$ cat config.mk
export PLATFORM = sky130hd
export DESIGN_NAME = fifo_uart_tx
export DESIGN_NICKNAME = d
export VERILOG_FILES = /design/src/rtl/uart_pkg.sv /design/src/rtl/fifo_uart_tx_baud_gen.sv /design/src/rtl/fifo_uart_tx.sv
export SDC_FILE = /design/constraint.sdc
export NUM_CORES = 1
export LEC_CHECK = 0
export ABC_AREA = 1
export CAP_MARGIN = 20
export CORE_MARGIN = 1
export CORE_UTILIZATION = 25
export CTS_BUF_LIST = sky130_fd_sc_hd__clkbuf_4 sky130_fd_sc_hd__clkbuf_8
export CTS_CLUSTER_DIAMETER = 60
export CTS_CLUSTER_SIZE = 30
export DETAILED_ROUTE_END_ITERATION = 12
export PLACE_DENSITY = 0.43
export SYNTH_ARGS = -nofsm -noshare
export SYNTH_HDL_FRONTEND = slang
export SYNTH_HIERARCHICAL = 1
export SYNTH_SLANG_ARGS = --single-unit
$ cat constraint.sdc
create_clock -name clk -period 4.95 [get_ports clk]
set_input_delay 0.99 -clock clk [delete_from_list [all_inputs] [get_ports clk]]
set_output_delay 0.99 -clock clk [all_outputs]
set_load 0.05 [all_outputs]
$ cat src/rtl/uart_pkg.sv
// rtl/uart_pkg.sv - shared state encoding and constants for the UART transmitter
package uart_pkg;

  typedef enum logic [2:0] {
    IDLE,
    START,
    DATA,
    PARITY,
    STOP
  } tx_state_t;

  localparam int OVERSAMPLE = 16;
  localparam int DVSR_WIDTH = 11;

endpackage

$ cat src/rtl/fifo_uart_tx_baud_gen.sv
// rtl/fifo_uart_tx_baud_gen.sv - programmable baud tick generator (module baud_gen)
module baud_gen
  import uart_pkg::*;
#(
  parameter int DVSR = 651
) (
  input  logic clk,
  input  logic reset,
  input  logic clr,
  output logic tick
);

  localparam logic [DVSR_WIDTH-1:0] CNT_LAST = DVSR_WIDTH'(DVSR - 1);

  logic [DVSR_WIDTH-1:0] cnt_q, cnt_d;

  always_comb begin
    cnt_d = cnt_q + 1'b1;
    if (clr || (cnt_q == CNT_LAST)) begin
      cnt_d = '0;
    end
  end

  always_ff @(posedge clk or negedge reset) begin
    if (!reset) begin
      cnt_q <= '0;
    end else begin
      cnt_q <= cnt_d;
    end
  end

  assign tick = !clr && (cnt_q == CNT_LAST);

endmodule

$ cat src/rtl/fifo_uart_tx.sv
// rtl/fifo_uart_tx.sv - FIFO-draining UART transmitter, 16x oversampled bit timing
// Optional even-parity bit enabled by defining FIFO_UART_TX_PARITY_EN.
module fifo_uart_tx
  import uart_pkg::*;
#(
  parameter int DATA_WIDTH = 8,
  parameter int SB_TICK    = 16,
  parameter int DVSR       = 651
) (
  input  logic                  clk,
  input  logic                  reset,
  input  logic                  empty,
  input  logic [DATA_WIDTH-1:0] r_data,
  output logic                  rd,
  output logic                  tx,
  output logic                  tx_busy
);

  localparam int TW = ($clog2(SB_TICK) > 4) ? $clog2(SB_TICK) : 4;
  localparam int NW = $clog2(DATA_WIDTH + 1);
  localparam logic [TW-1:0] BIT_LAST  = TW'(OVERSAMPLE - 1);
  localparam logic [TW-1:0] STOP_LAST = TW'(SB_TICK - 1);
  localparam logic [NW-1:0] DATA_LAST = NW'(DATA_WIDTH - 1);

  tx_state_t             state_q, state_d;
  logic [TW-1:0]         s_q, s_d;
  logic [NW-1:0]         n_q, n_d;
  logic [DATA_WIDTH-1:0] b_q, b_d;
  logic                  rd_q, rd_d;
  logic                  tx_q, tx_d;
  logic                  busy_q, busy_d;
  logic                  tick;
  logic                  clr;
`ifdef FIFO_UART_TX_PARITY_EN
  logic                  par_q, par_d;
`endif

  assign clr = (state_q == IDLE);

  baud_gen #(.DVSR(DVSR)) u_baud_gen (
    .clk   (clk),
    .reset (reset),
    .clr   (clr),
    .tick  (tick)
  );

  always_comb begin
    state_d = state_q;
    s_d     = s_q;
    n_d     = n_q;
    b_d     = b_q;
    rd_d    = 1'b0;
    busy_d  = busy_q;
`ifdef FIFO_UART_TX_PARITY_EN
    par_d   = par_q;
`endif
    case (state_q)
      IDLE: begin
        // rd_q high means the FIFO pops on this edge, so the head word is taken now
        if (rd_q) begin
          b_d     = r_data;
`ifdef FIFO_UART_TX_PARITY_EN
          par_d   = ^r_data;
`endif
          s_d     = '0;
          busy_d  = 1'b1;
          state_d = START;
        end else begin
          rd_d = !empty;
        end
      end
      START: begin
        if (tick) begin
          if (s_q == BIT_LAST) begin
            s_d     = '0;
            n_d     = '0;
            state_d = DATA;
          end else begin
            s_d = s_q + 1'b1;
          end
        end
      end
      DATA: begin
        if (tick) begin
          if (s_q == BIT_LAST) begin
            s_d = '0;
            b_d = b_q >> 1;
            if (n_q == DATA_LAST) begin
`ifdef FIFO_UART_TX_PARITY_EN
              state_d = PARITY;
`else
              state_d = STOP;
`endif
            end else begin
              n_d = n_q + 1'b1;
            end
          end else begin
            s_d = s_q + 1'b1;
          end
        end
      end
`ifdef FIFO_UART_TX_PARITY_EN
      PARITY: begin
        if (tick) begin
          if (s_q == BIT_LAST) begin
            s_d     = '0;
            state_d = STOP;
          end else begin
            s_d = s_q + 1'b1;
          end
        end
      end
`endif
      STOP: begin
        if (tick) begin
          if (s_q == STOP_LAST) begin
            s_d     = '0;
            busy_d  = 1'b0;
            state_d = IDLE;
          end else begin
            s_d = s_q + 1'b1;
          end
        end
      end
      default: begin
        state_d = IDLE;
      end
    endcase

    // Line level follows the next state so tx comes straight from a flop
    tx_d = 1'b1;
    case (state_d)
      START:   tx_d = 1'b0;
      DATA:    tx_d = b_d[0];
`ifdef FIFO_UART_TX_PARITY_EN
      PARITY:  tx_d = par_d;
`endif
      default: tx_d = 1'b1;
    endcase
  end

  always_ff @(posedge clk or negedge reset) begin
    if (!reset) begin
      state_q <= IDLE;
      s_q     <= '0;
      n_q     <= '0;
      b_q     <= '0;
      rd_q    <= 1'b0;
      tx_q    <= 1'b1;
      busy_q  <= 1'b0;
`ifdef FIFO_UART_TX_PARITY_EN
      par_q   <= 1'b0;
`endif
    end else begin
      state_q <= state_d;
      s_q     <= s_d;
      n_q     <= n_d;
      b_q     <= b_d;
      rd_q    <= rd_d;
      tx_q    <= tx_d;
      busy_q  <= busy_d;
`ifdef FIFO_UART_TX_PARITY_EN
      par_q   <= par_d;
`endif
    end
  end

  assign rd      = rd_q;
  assign tx      = tx_q;
  assign tx_busy = busy_q;

endmodule
# Word-level counts from Yosys, hierarchy flattened
# Cells that the tools add are included.
# Widths: inputs -> output; s select.
dict set report op_classes {
  n_addsub 3
  n_mul 0
  n_div 0
  order_cmp 0
  n_eq_ne 17
  shift 0
  muxes 31
  bitwise 0
  reduce_logical 14
}
# cell n
set ops {}
lappend ops {{$mux 4} 8}
lappend ops {{$mux 3} 8}
lappend ops {{$mux 8} 3}
lappend ops {{$ne 2x2->1 const B} 8}
lappend ops {{$pmux 4 s2} 2}
lappend ops {{$pmux 8 s2} 1}
lappend ops {{$pmux 3 s4} 1}
lappend ops {{$add 11x1->11 const B} 1}
lappend ops {{$eq 11x10->1 const B} 1}
lappend ops {{$mux 11} 1}
lappend ops {{$add 4x1->4 const B} 2}
lappend ops {{$reduce_and 4->1} 2}
lappend ops {{$reduce_bool 2->1} 4}
lappend ops {{$eq 3x1->1 const B} 2}
lappend ops {{$eq 3x2->1 const B} 2}
lappend ops {{$reduce_and 6->1} 1}
lappend ops {{$mux 1} 5}
lappend ops {{$eq 4x3->1 const B} 1}
lappend ops {{$eq 4x4->1 const B} 1}
lappend ops {{$pmux 1 s2} 2}
lappend ops {{$eq 3x3->1 const B} 1}
lappend ops {{$logic_not 3->1} 1}
lappend ops {{$reduce_and 3->1} 1}
lappend ops {{$reduce_or 3->1} 1}
lappend ops {{4 further kinds} 5}
dict set report totals {
  ff_bits 33
  latchBits 0
  mem_bits_rw 0
  rom_bits 0
  input_bits 11
  word_cells 74
  n_memories 0
}

# Logic depth before layout (Yosys ltp)
dict set report logic_depth {
  word_depth 7
  mapped_depth 13
}

# By module
# Netlist, hierarchy kept.
# mod n_inst cells_per_inst area_per_inst_um2 seq_area_each_um2
set modules_own_cells {}
lappend modules_own_cells {fifo_uart_tx 1 145 1184.9 551.8}
lappend modules_own_cells {baud_gen 1 88 651.9 275.3}

# Worst setup path before layout
# OpenSTA, ideal clock, no wires.
dict set report synth_timing {
  path_type {register to register}
  start {register u_baud_gen.cnt_q[0]}
  end {register n_q[2]}
  t_arrival_ns 1.636
  required_ns 4.820
  setup_slack_ns 3.184
  stages_incl_launch_ff 11
  synth_period_minus_slack_ns 1.766
  cell_sequence {dfrtp_1 inv_1 ha_1 nand2_1 nor3_1 nand2_1 nor2_1 clkbuf_1 nand3_2 o21ai_2 a21oi_1}
}
dict set report synth_between {
  elab_chain_len 4
  elab_cells_between_ends 5
}
# element line_no
set synth_lines {}
lappend synth_lines {{start: declaration} fifo_uart_tx_baud_gen.sv:15} ;# logic [DVSR_WIDTH-1:0] cnt_q, cnt_d;
lappend synth_lines {{start signal: assignment} fifo_uart_tx_baud_gen.sv:28} ;# cnt_q <= cnt_d;
lappend synth_lines {{$eq 11x10->1 (*)} fifo_uart_tx_baud_gen.sv:32} ;# assign tick = !clr && (cnt_q == CNT_LAST);
lappend synth_lines {{$logic_and 1x1->1 (*)} fifo_uart_tx_baud_gen.sv:32}
lappend synth_lines {{net tick} fifo_uart_tx.sv:32} ;# logic tick;
lappend synth_lines {{$ne 2x2->1 (no line)} n/a}
lappend synth_lines {{$reduce_and 6->1 (no line) (*)} n/a}
lappend synth_lines {{end signal: assignment} fifo_uart_tx.sv:157} ;# n_q <= n_d;
lappend synth_lines {{end: declaration} fifo_uart_tx.sv:27} ;# logic [NW-1:0] n_q, n_d;
# The timed path passes the listed nets; every way through them passes the cells marked *.
# A chain may end at the register's enable or synchronous reset.

# Worst setup path after layout
dict set report layout_timing {
  start {register tx_q, in the netlist tx}
  end {output tx}
}
# element line_no
set layout_lines {}
lappend layout_lines {{start: declaration} fifo_uart_tx.sv:30} ;# logic tx_q, tx_d;
lappend layout_lines {{start signal: assignment} fifo_uart_tx.sv:160} ;# tx_q <= tx_d;
lappend layout_lines {{end: declaration} fifo_uart_tx.sv:15} ;# output logic tx,
# No word-level cell between the ends.

==> results.sh <==
export IMPL_status="finished, final reports clean"
export IMPL_yosys_warnings=6
export IMPL_async_flop_share=1.00
export IMPL_path_cells="clkdlybuf4s50_1"
export IMPL_vias_per_cell=4.31
export IMPL_fin_crit_ns=2.59
export IMPL_cts_buffer_depth=2
export IMPL_rrSetupSlack_ns=2.59
export IMPL_dieArea_sq_mm=0.00769
export IMPL_worstPathMaxFanout=1
export IMPL_synthTopCellsByArea="dfrtp_1 (44%), nand2_1 (15%), nor2_1 (5.3%)"
export IMPL_tritoncts="done"
export IMPL_drive_gt1_frac=0.142
export IMPL_synth_top_cell_area_share=0.436
export IMPL_pre_cts_ws_ns=2.58
export IMPL_relSlewSlack=0.520
export IMPL_ctsHoldBuffers=0
export IMPL_whs_endpoint="b_q[0]"
export IMPL_max_cap_viol_count=0
export IMPL_fp_dieW_microns=87.7
export IMPL_clk_pin_slew_ns=0.08
export IMPL_fin_worst_skew_ns=0.00761
export IMPL_total_power_mw=0.751
export IMPL_hold_path_cell_count=2
export IMPL_crit_family="buffers and inverters"
export IMPL_ys_top_cells_by_count="nand2_1 (71), dfrtp_1 (32), nor2_1 (26)"
export IMPL_portBuffers=13
export IMPL_cts_resized=0
export IMPL_wl_per_cell_microns=11.0
export IMPL_p_leak_nw=1.03
export IMPL_grt_setup_unrepaired="false"
export IMPL_avgSynthCellArea_sq_um=7.88
export IMPL_power_density_mw_per_mm2=341
export IMPL_dr_total_vias=1507
export IMPL_coreArea_sq_mm=0.00694
export IMPL_critPathKind="reg -> out"
export IMPL_hpwlAfterDp_mm=2.91
export IMPL_crit_slowest_cell="clkdlybuf4s50_1"
export IMPL_cp_buffers_inverters=1
export IMPL_netlist_area_sq_mm=0.00184
export IMPL_first_iter_violations=34
export IMPL_critPathCaptureType="output pin"
export IMPL_grt_max_degree=34
export IMPL_crit_arrival_ns=1.60
export IMPL_min_period_over_period=0.523
export IMPL_clock_sinks=33
export IMPL_netlist_instances=233
export IMPL_r2r_end="n_q[3]"
export IMPL_final_antenna_net_count=0
export IMPL_hold_viol=0
export IMPL_seq_area_frac_synth=0.450
export IMPL_layout_nets=268
export IMPL_synth_edf_count=0
export IMPL_post_cts_setup_buffers=0
export IMPL_max_stage_delay_ns=0.80
export IMPL_routabilityCongestion=0.810
export IMPL_required_ns=3.96
export IMPL_rr_startpoint="u_baud_gen/cnt_q[0]"
export IMPL_drc=0
export IMPL_grt_pass1_wl_mm=6.91
export IMPL_finalSetupViolations=0
export IMPL_grt_pass1_vias=1570
export IMPL_nFillCells=749
export IMPL_fin_ws_ns=2.36
export IMPL_htree_num_levels=2
export IMPL_regArea_sq_um=827
export IMPL_totalWireLength_mm=3.86
export IMPL_tightest_slew_ns=0.718
export IMPL_max_freq_ghz=0.386
export IMPL_start_util=0.265
export IMPL_antennaDiodeCount=0
export IMPL_overflow=0
export IMPL_num_rows=30
export IMPL_dieHeight_microns=87.7
export IMPL_synth_nets=248
export IMPL_antenna_found_initial=0
export IMPL_cts_root_buf="clkbuf_8"
export IMPL_yosys_most_used_dff="dfrtp_1"
export IMPL_yosys_area_top_type="dfrtp_1"
export IMPL_setup_tns_ns=0
export IMPL_drv_slew=0
export IMPL_max_vdd_ir_drop_uv=178
export IMPL_worst_setup_path_start_kind="flip-flop"
export IMPL_worstHoldPathType="reg -> reg"
export IMPL_yosysMostFrequentCell="nand2_1"
export IMPL_crit_start="tx"
export IMPL_drt_first_pass_iters=4
export IMPL_synth_cell_types=28
export IMPL_grt_total_usage=0.116
export IMPL_io_pins=14
export IMPL_postLayoutCoreUtil=0.318
export IMPL_area_delta_synth_final_pct=20.1
export IMPL_cts_buffers=5
export IMPL_multi_input_area_sq_um=890
export IMPL_reg2reg_depth=12
export IMPL_clk_latency_ns=0.28
export IMPL_ys_ff_latch=33
export IMPL_holdCritStartpoint="b_q[0]"
[per-layer routing]
| layer | wire, microns | track usage |
|---|---|---|
| met5 | 0 | 0 |
| met4 | 63 | 0.0432 |
| met3 | 106 | 0.0302 |
| met2 | 1790 | 0.192 |
| met1 | 1900 | 0.144 |
[layout make-up]
| class | count | share of cell area |
|---|---|---|
| sequential | 33 | 0.375 |
| clock buffer | 5 | 0.0312 |
| clock inverter | 3 | 0.0210 |
| tap | 96 | 0.0545 |
| inverter | 31 | 0.0528 |
| timing repair buffer | 14 | 0.0624 |
| multi-input combinational | 168 | 0.403 |
[kinds of logic (layout without fill, tap and decap cells)]
kind of cell,Yosys count,after routing,share of synthesized area
XOR/XNOR,5,5,0.0238
AO/OA/AOI/OAI,16,16,0.0559
adder cells (fa/ha/maj),4,4,0.0272
AND/OR/NAND/NOR,143,143,0.377
flip-flops,33,33,0.450
buffers and inverters,32,53,0.0654
[placed cells by master, fill, tap and decap left out, types with 2 or more instances in the layout]
cell type / synthesis / routed
a21oi_1: 2 / 2
clkbuf_8: 0 / 5
clkdlybuf4s50_1: 0 / 13
dfrtp_1: 32 / 32
ha_1: 4 / 4
inv_1: 24 / 24
inv_2: 7 / 7
nand2_1: 71 / 71
nand2_2: 2 / 2
nand2_4: 2 / 2
nand3_1: 19 / 19
nand3_2: 4 / 4
nand4_1: 7 / 7
nor2_1: 26 / 26
nor2_2: 5 / 5
nor2_4: 3 / 3
o2111ai_1: 3 / 3
o21ai_0: 2 / 2
o21ai_1: 5 / 5
xor2_1: 5 / 5
[metrics by stage]
step	instances	instance area, sq um	hold WS, ns
2_1_floorplan	233	1840	0.449
6_report	350	2210	0.479
5_1_grt	350	2210	0.518
3_3_place_gp	342	2090	0.463
4_1_cts	350	2210	0.486
3_5_place_dp	342	2090	0.464
[sequential cells by signal, indices dropped and copies added, names as in the netlist]
signal and flops:
u_baud_gen/cnt_q 11, b_q 8, n_q 4, s_q 4, state_q 3, rd 1
tx 1, tx_busy 1
[worst min-delay path, cell delays in order, from the launching register on]
cell	delay, ns
dfrtp_1	0.32
nand2_1	0.06
nand2_2	0.07
[how the worst max path moves through the flow]
| stage | to | slack [ns] | depth (start not counted) |
|---|---|---|---|
| after floorplan | n_q[2] | 3.18 | 10 |
| after global placement | n_q[2] | 2.63 | 11 |
| after detailed placement | n_q[3] | 2.58 | 12 |
| after CTS | tx | 2.34 | 1 |
| after global routing | tx | 2.32 | 1 |
| final | tx | 2.36 | 1 |
[where the power goes]
part,leakage (nW),total (mW),switching [mW],internal (mW)
Combinational,0.536,0.154,0.0976,0.0564
Clock,0.0543,0.260,0.109,0.151
Sequential,0.439,0.337,0.0324,0.305
Power figures use the tool's default switching activity.
